<file path="config.mk">
export PLATFORM = sky130hd
export DESIGN_NAME = mux_scan_sequencer_flat
export DESIGN_NICKNAME = d
export VERILOG_FILES = /design/src/rtl/mux_scan_sequencer_if.sv /design/src/rtl/mux_scan_sequencer.sv /design/src/flat_wrapper.sv
export SDC_FILE = /design/constraint.sdc
export NUM_CORES = 1
export LEC_CHECK = 0
export ABC_AREA = 1
export BUFFER_PORTS_ARGS = -buffer_cell sky130_fd_sc_hd__buf_2
export CAP_MARGIN = 25
export CORE_ASPECT_RATIO = 0.7
export CORE_UTILIZATION = 55
export DETAILED_ROUTE_END_ITERATION = 8
export GPL_TIMING_DRIVEN = 0
export PLACE_DENSITY_LB_ADDON = 0.3
export SLEW_MARGIN = 10
export SYNTH_ARGS = -nofsm -noshare
export SYNTH_HDL_FRONTEND = slang
export SYNTH_SLANG_ARGS = --single-unit
</file>
<file path="constraint.sdc">
create_clock -name Clock -period 3.6 [get_ports Clock]
set_clock_uncertainty 0.1 [all_clocks]
set_input_delay 0.54 -clock Clock [delete_from_list [all_inputs] [get_ports Clock]]
set_output_delay 0.54 -clock Clock [all_outputs]
set_load 0.02 [all_outputs]
</file>
<file path="src/rtl/mux_scan_sequencer_if.sv">
// Handshake/data bundle between a scan controller and mux_scan_sequencer.
// Start,f: controller->sequencer; S16,Capture,Busy,Done(,Parity): back.
interface mux_scan_sequencer_if;
  logic        Start;
  logic        f;
  logic [3:0]  S16;
  logic [0:15] Capture;
  logic        Busy;
  logic        Done;
`ifdef SCAN_PARITY_EN
  logic        Parity;

  modport master (
    output Start,
    output f,
    input  S16,
    input  Capture,
    input  Busy,
    input  Done,
    input  Parity
  );

  modport slave (
    input  Start,
    input  f,
    output S16,
    output Capture,
    output Busy,
    output Done,
    output Parity
  );
`else
  modport master (
    output Start,
    output f,
    input  S16,
    input  Capture,
    input  Busy,
    input  Done
  );

  modport slave (
    input  Start,
    input  f,
    output S16,
    output Capture,
    output Busy,
    output Done
  );
`endif
endinterface

</file>
<file path="src/rtl/mux_scan_sequencer.sv">
// Steps a mux16to1 select through 0..15, samples f per code into Capture.
// Ports: Clock, Resetn (async low), bus (slave). Option: SCAN_PARITY_EN.
module mux_scan_sequencer #(
  parameter int DWELL = 2,
  parameter int CNT_W = 4
) (
  input  logic                 Clock,
  input  logic                 Resetn,
  mux_scan_sequencer_if.slave  bus
);

  typedef enum logic [1:0] {
    IDLE,
    SETTLE,
    SAMPLE,
    FINISH
  } state_t;

  localparam logic [CNT_W-1:0] CNT_LAST = CNT_W'(DWELL - 1);

  generate
    if (DWELL < 1 || DWELL >= (2 ** CNT_W)) begin : g_bad_cfg
      initial begin
        $display("mux_scan_sequencer: illegal DWELL=%0d CNT_W=%0d",
                 DWELL, CNT_W);
        $finish;
      end
    end
  endgenerate

  state_t             state;
  logic [CNT_W-1:0]   cnt;
  logic [3:0]         s16;
  logic [0:15]        capture;
  logic               busy;
  logic               done;

  always_ff @(posedge Clock or negedge Resetn) begin
    if (!Resetn) begin
      state   <= IDLE;
      cnt     <= '0;
      s16     <= 4'd0;
      capture <= '0;
      busy    <= 1'b0;
      done    <= 1'b0;
    end else begin
      done <= 1'b0;
      unique case (state)
        IDLE: begin
          if (bus.Start) begin
            state <= SETTLE;
            s16   <= 4'd0;
            cnt   <= '0;
            busy  <= 1'b1;
          end
        end
        SETTLE: begin
          cnt <= cnt + CNT_W'(1);
          if (cnt == CNT_LAST)
            state <= SAMPLE;
        end
        SAMPLE: begin
          capture[s16] <= bus.f;
          if (s16 != 4'd15) begin
            s16   <= s16 + 4'd1;
            cnt   <= '0;
            state <= SETTLE;
          end else begin
            busy  <= 1'b0;
            state <= FINISH;
          end
        end
        FINISH: begin
          done  <= 1'b1;
          s16   <= 4'd0;
          state <= IDLE;
        end
        default: state <= IDLE;
      endcase
    end
  end

`ifdef SCAN_PARITY_EN
  logic parity;

  // Capture is complete once in FINISH, so the fold is taken there.
  always_ff @(posedge Clock or negedge Resetn) begin
    if (!Resetn)
      parity <= 1'b0;
    else if (state == FINISH)
      parity <= ^capture;
  end

  assign bus.Parity = parity;
`endif

  assign bus.S16     = s16;
  assign bus.Capture = capture;
  assign bus.Busy    = busy;
  assign bus.Done    = done;

endmodule

</file>
<file path="src/flat_wrapper.sv">
// flat-port wrapper written by rule: the top's interface ports become plain ports
module mux_scan_sequencer_flat 
#(
  parameter int DWELL = 2,
  parameter int CNT_W = 4
)
  (Clock, Resetn, bus_Start, bus_f, bus_S16, bus_Capture, bus_Busy, bus_Done);
  mux_scan_sequencer_if bus_i ();
  input  logic Clock;
  input  logic Resetn;
  input wire logic [$bits(bus_i.Start)-1:0] bus_Start;
  input wire logic [$bits(bus_i.f)-1:0] bus_f;
  output wire logic [$bits(bus_i.S16)-1:0] bus_S16;
  output wire logic [$bits(bus_i.Capture)-1:0] bus_Capture;
  output wire logic [$bits(bus_i.Busy)-1:0] bus_Busy;
  output wire logic [$bits(bus_i.Done)-1:0] bus_Done;
  assign bus_i.Start = bus_Start;
  assign bus_i.f = bus_f;
  assign bus_S16 = bus_i.S16;
  assign bus_Capture = bus_i.Capture;
  assign bus_Busy = bus_i.Busy;
  assign bus_Done = bus_i.Done;
  mux_scan_sequencer #(.DWELL(DWELL), .CNT_W(CNT_W)) u_core (.Clock(Clock), .Resetn(Resetn), .bus(bus_i));
endmodule
</file>
==> summary.txt <==
Power
  – Maximum vdd drop: 0.323 mV
  – Logic gate share of total power: 39.2%
  – Leak Pwr: 0.930 nW
  – Psw: 0.438 mW
  – Clk network pwr share: 22.2%
  – Sequential share of power: 38.6%
  – Pwr Density: 645 mW/mm^2
  – Switching share of power: 39.6%
  – Pint: 0.668 mW

Synthesis
  – Synthesized Nets: 190
  – Syn Area/Cell: 8.37 um^2
  – Seq/Total Area, Yosys: 47.5%
  – Post-synthesis register bit count: 28
  – Synth unique cells: 21
  – Cells after Synth: 176
  – Ys Warns: 0
  – Cell Area, Synth: 0.00147 mm^2

CTS
  – Htree depth: 1
  – Clock-pin slew on the worst setup and hold paths: 0.09 ns
  – Worst-skew pair later-pin latency: 0.28 ns
  – Post-CTS sizing: 0
  – # hold bufs at CTS: 0
  – Clock tree sinks: 28
  – CTS Buf Count: 3
  – Root Driver: clkbuf_8
  – Max clock buf depth: 2
  – CTS tree: built
  – # Post-CTS Setup Buffers: 0

Die
  – Die Wd: 63.9 um
  – Rows: 15
  – I/O pin total: 26
  – Die Span Y: 45.3 um
  – Area of the die: 0.00289 mm^2
  – Core Box Area: 0.00250 mm^2
  – Initial Util: 59.0%

Place
  – Placed cell count: 235
  – GPL Wtd Cong: 0.826
  – Post-DP HPWL: 2.13 mm
  – Port bufs: 25

Final layout
  – Fraction of layout cells with a size suffix above 1: 21.5%
  – Area growth syn-to-layout: 16.2%
  – Fin cells: 239
  – Layout net count: 220
  – Antenna diode count: 0
  – Fillers: 208

Routing
  – DRC viols: 0
  – DRT Pass-1 Iters: 5
  – WL/cell: 11.4 um
  – DRT Wirelength: 2.73 mm
  – Vias: 1160
  – Vias/cell: 4.85
  – Post-route ant nets: 0
  – First DRT Iteration DRCs: 67

STA
  – Setup_tns: 0 ns
  – RSZ-0062 raised after global routing: no
  – Final clock period utilization by the worst path: 46.3%
  – Setup violations, final: 0
  – Final hold vios: 0
  – Worst slew pin tran: 0.616 ns
  – Tmin final: 1.67 ns
  – Worst hold margin: 0.161 ns
  – Slew Limit Fails: 0
  – Slew margin rel.: 59.0%
  – Max Fclk: 600 MHz

Critical path
  – R2R depth: 9
  – Crit-path slowest cell: dfrtp_1
  – Startpoint types: register
  – R2R Path Start: u_core.state[0]$_DFFE_PN0P_
  – CP max FO: 7
  – Flop-to-flop setup slack: 1.93 ns
  – Crit path kind: reg -> reg
  – Buf/Inv on CP: 3
  – Worst endpoint required time: 3.67 ns
  – Crit path cell chain: inv_1 > ha_1 > nand2_2 > inv_2 > nand2_4 > nand3_1 > inv_1 > nand2_1 > nand2_1
  – WP data arrival: 1.73 ns
  – Setup crit end kind: register
  – CP top delay family: flip-flops
  – Max incr delay on CP: 0.44 ns
  – Reg-to-reg endpoint: u_core.bus.S16[2]$_DFFE_PN0P_

Global routing
  – Vias in the first global route: 1029
  – GRT Total Usage: 21.5%
  – Initial antenna violation count: 0
  – Largest net degree at the start of global routing: 29
  – GR Overflow Total: 0
  – First-pass GRT wire length: 4.59 mm

Run
  – Max-cap violation count: 0

Status
  – Outcome: finished clean

Worst hold path
  – Class of the worst hold path: in -> async
## layout make-up
| class | instances | area (um^2) | share of cell area [%] |
|---|---|---|---|
| clock inverter | 1 | 30.0 | 1.75 |
| timing repair buffer | 25 | 125 | 7.30 |
| multi-input combinational | 125 | 679 | 39.7 |
| tap | 34 | 42.5 | 2.48 |
| sequential | 28 | 701 | 40.9 |
| inverter | 21 | 78.8 | 4.60 |
| clock buffer | 3 | 41.3 | 2.41 |
| buffer | 2 | 15.0 | 0.877 |
## state kept, by name, summed over array words and instances (netlist names)
signal              cells
u_core.cnt              4
u_core.bus.Busy         1
u_core.state            2
u_core.bus.Done         1
u_core.bus.S16          4
u_core.bus.Capture     16
## logic make-up (layout without fill, tap and decap cells)
group                      count (synthesis)  after routing  share of synthesized area [%]
adders and majority gates                 10             10                           8.49
DFF                                       28             28                           47.5
and+or+nand+nor                           94             94                           29.7
xor gates and xnor gates                   3              3                           1.78
AOI/OAI and AO/OA                         18             18                           6.11
buffers and inverters                     23             52                           6.37
## per-layer routing
layer / share of wire (%) / wire length, um / up-vias / global-route usage (%)
li1: - / - / 597 / -
met1: 52 / 1430 / 529 / 29.2
met2: 42 / 1160 / 29 / 35.5
met3: 4.3 / 116 / 5 / 5.30
met4: 0.77 / 21 / 0 / 4.09
met5: 0 / 0 / - / 0
## layout by cell type (no fill, tap or decap), types with 2 or more instances in the layout
| master | Yosys | layout |
|---|---|---|
| nor2_1 | 12 | 12 |
| a21oi_1 | 3 | 3 |
| inv_1 | 18 | 18 |
| dfrtp_1 | 28 | 28 |
| nor2_4 | 3 | 3 |
| ha_1 | 10 | 10 |
| xor2_1 | 2 | 2 |
| o21ai_0 | 13 | 13 |
| o21ai_1 | 2 | 2 |
| nand2_1 | 65 | 65 |
| inv_2 | 3 | 3 |
| nor2_2 | 2 | 2 |
| nand2_4 | 4 | 4 |
| nand3_1 | 4 | 4 |
| clkbuf_8 | 0 | 3 |
| buf_2 | 0 | 25 |
## worst max-delay path by stage
| stage | start | endpoint | slack [ns] | cells past startpoint |
|---|---|---|---|---|
| floorplan | u_core.bus.S16[0]$_DFFE_PN0P_ | u_core.bus.S16[3]$_DFFE_PN0P_ | 2.18 | 7 |
| global placement | u_core.state[0]$_DFFE_PN0P_ | u_core.bus.S16[2]$_DFFE_PN0P_ | 2.01 | 9 |
| detailed placement | u_core.state[0]$_DFFE_PN0P_ | u_core.bus.S16[2]$_DFFE_PN0P_ | 1.93 | 9 |
| CTS | u_core.state[0]$_DFFE_PN0P_ | u_core.bus.S16[2]$_DFFE_PN0P_ | 1.92 | 9 |
| global route | u_core.state[0]$_DFFE_PN0P_ | u_core.bus.S16[0]$_DFFE_PN0P_ | 1.74 | 9 |
| finish | u_core.state[0]$_DFFE_PN0P_ | u_core.bus.S16[2]$_DFFE_PN0P_ | 1.93 | 9 |
## power groups by stage
| stage | Clock [mW] | Combinational, mW | Sequential, mW |
|---|---|---|---|
| finish | 0.246 | 0.433 | 0.427 |
| global route | 0.261 | 0.490 | 0.438 |
| CTS | 0.249 | 0.432 | 0.427 |
| detailed placement | 0 | 0.430 | 0.433 |
| global placement | 0 | 0.412 | 0.428 |
| floorplan | 0 | 0.272 | 0.471 |
## cells in the mapped netlist
cell type,number,share of area [%]
nand2_1,65,17
dfrtp_1,28,48
inv_1,18,4.6
o21ai_0,13,4.4
nor2_1,12,3.1
ha_1,10,8.5
nand2_4,4,3.1
nand3_1,4,1.4
a21oi_1,3,1.0
inv_2,3,0.76
nor2_4,3,2.3
nor2_2,2,0.85
o21ai_1,2,0.68
xor2_1,2,1.2
buf_6,1,0.76
clkbuf_1,1,0.25
nand2_2,1,0.42
nand4_1,1,0.42
nor2_8,1,1.4
nor3_1,1,0.34
xnor2_1,1,0.59
## metrics by stage
step	setup slack [ns]	utilization (%)	instance area, um^2	power (mW)
finish	1.93	68.6	1710	1.11
global placement	2.01	65.8	1640	0.840
detailed placement	1.93	65.8	1640	0.863
global route	1.74	68.6	1710	1.19
CTS	1.92	68.6	1710	1.11
floorplan	2.18	-	1470	0.743
No activity file was read; power rests on OpenSTA's default activity.
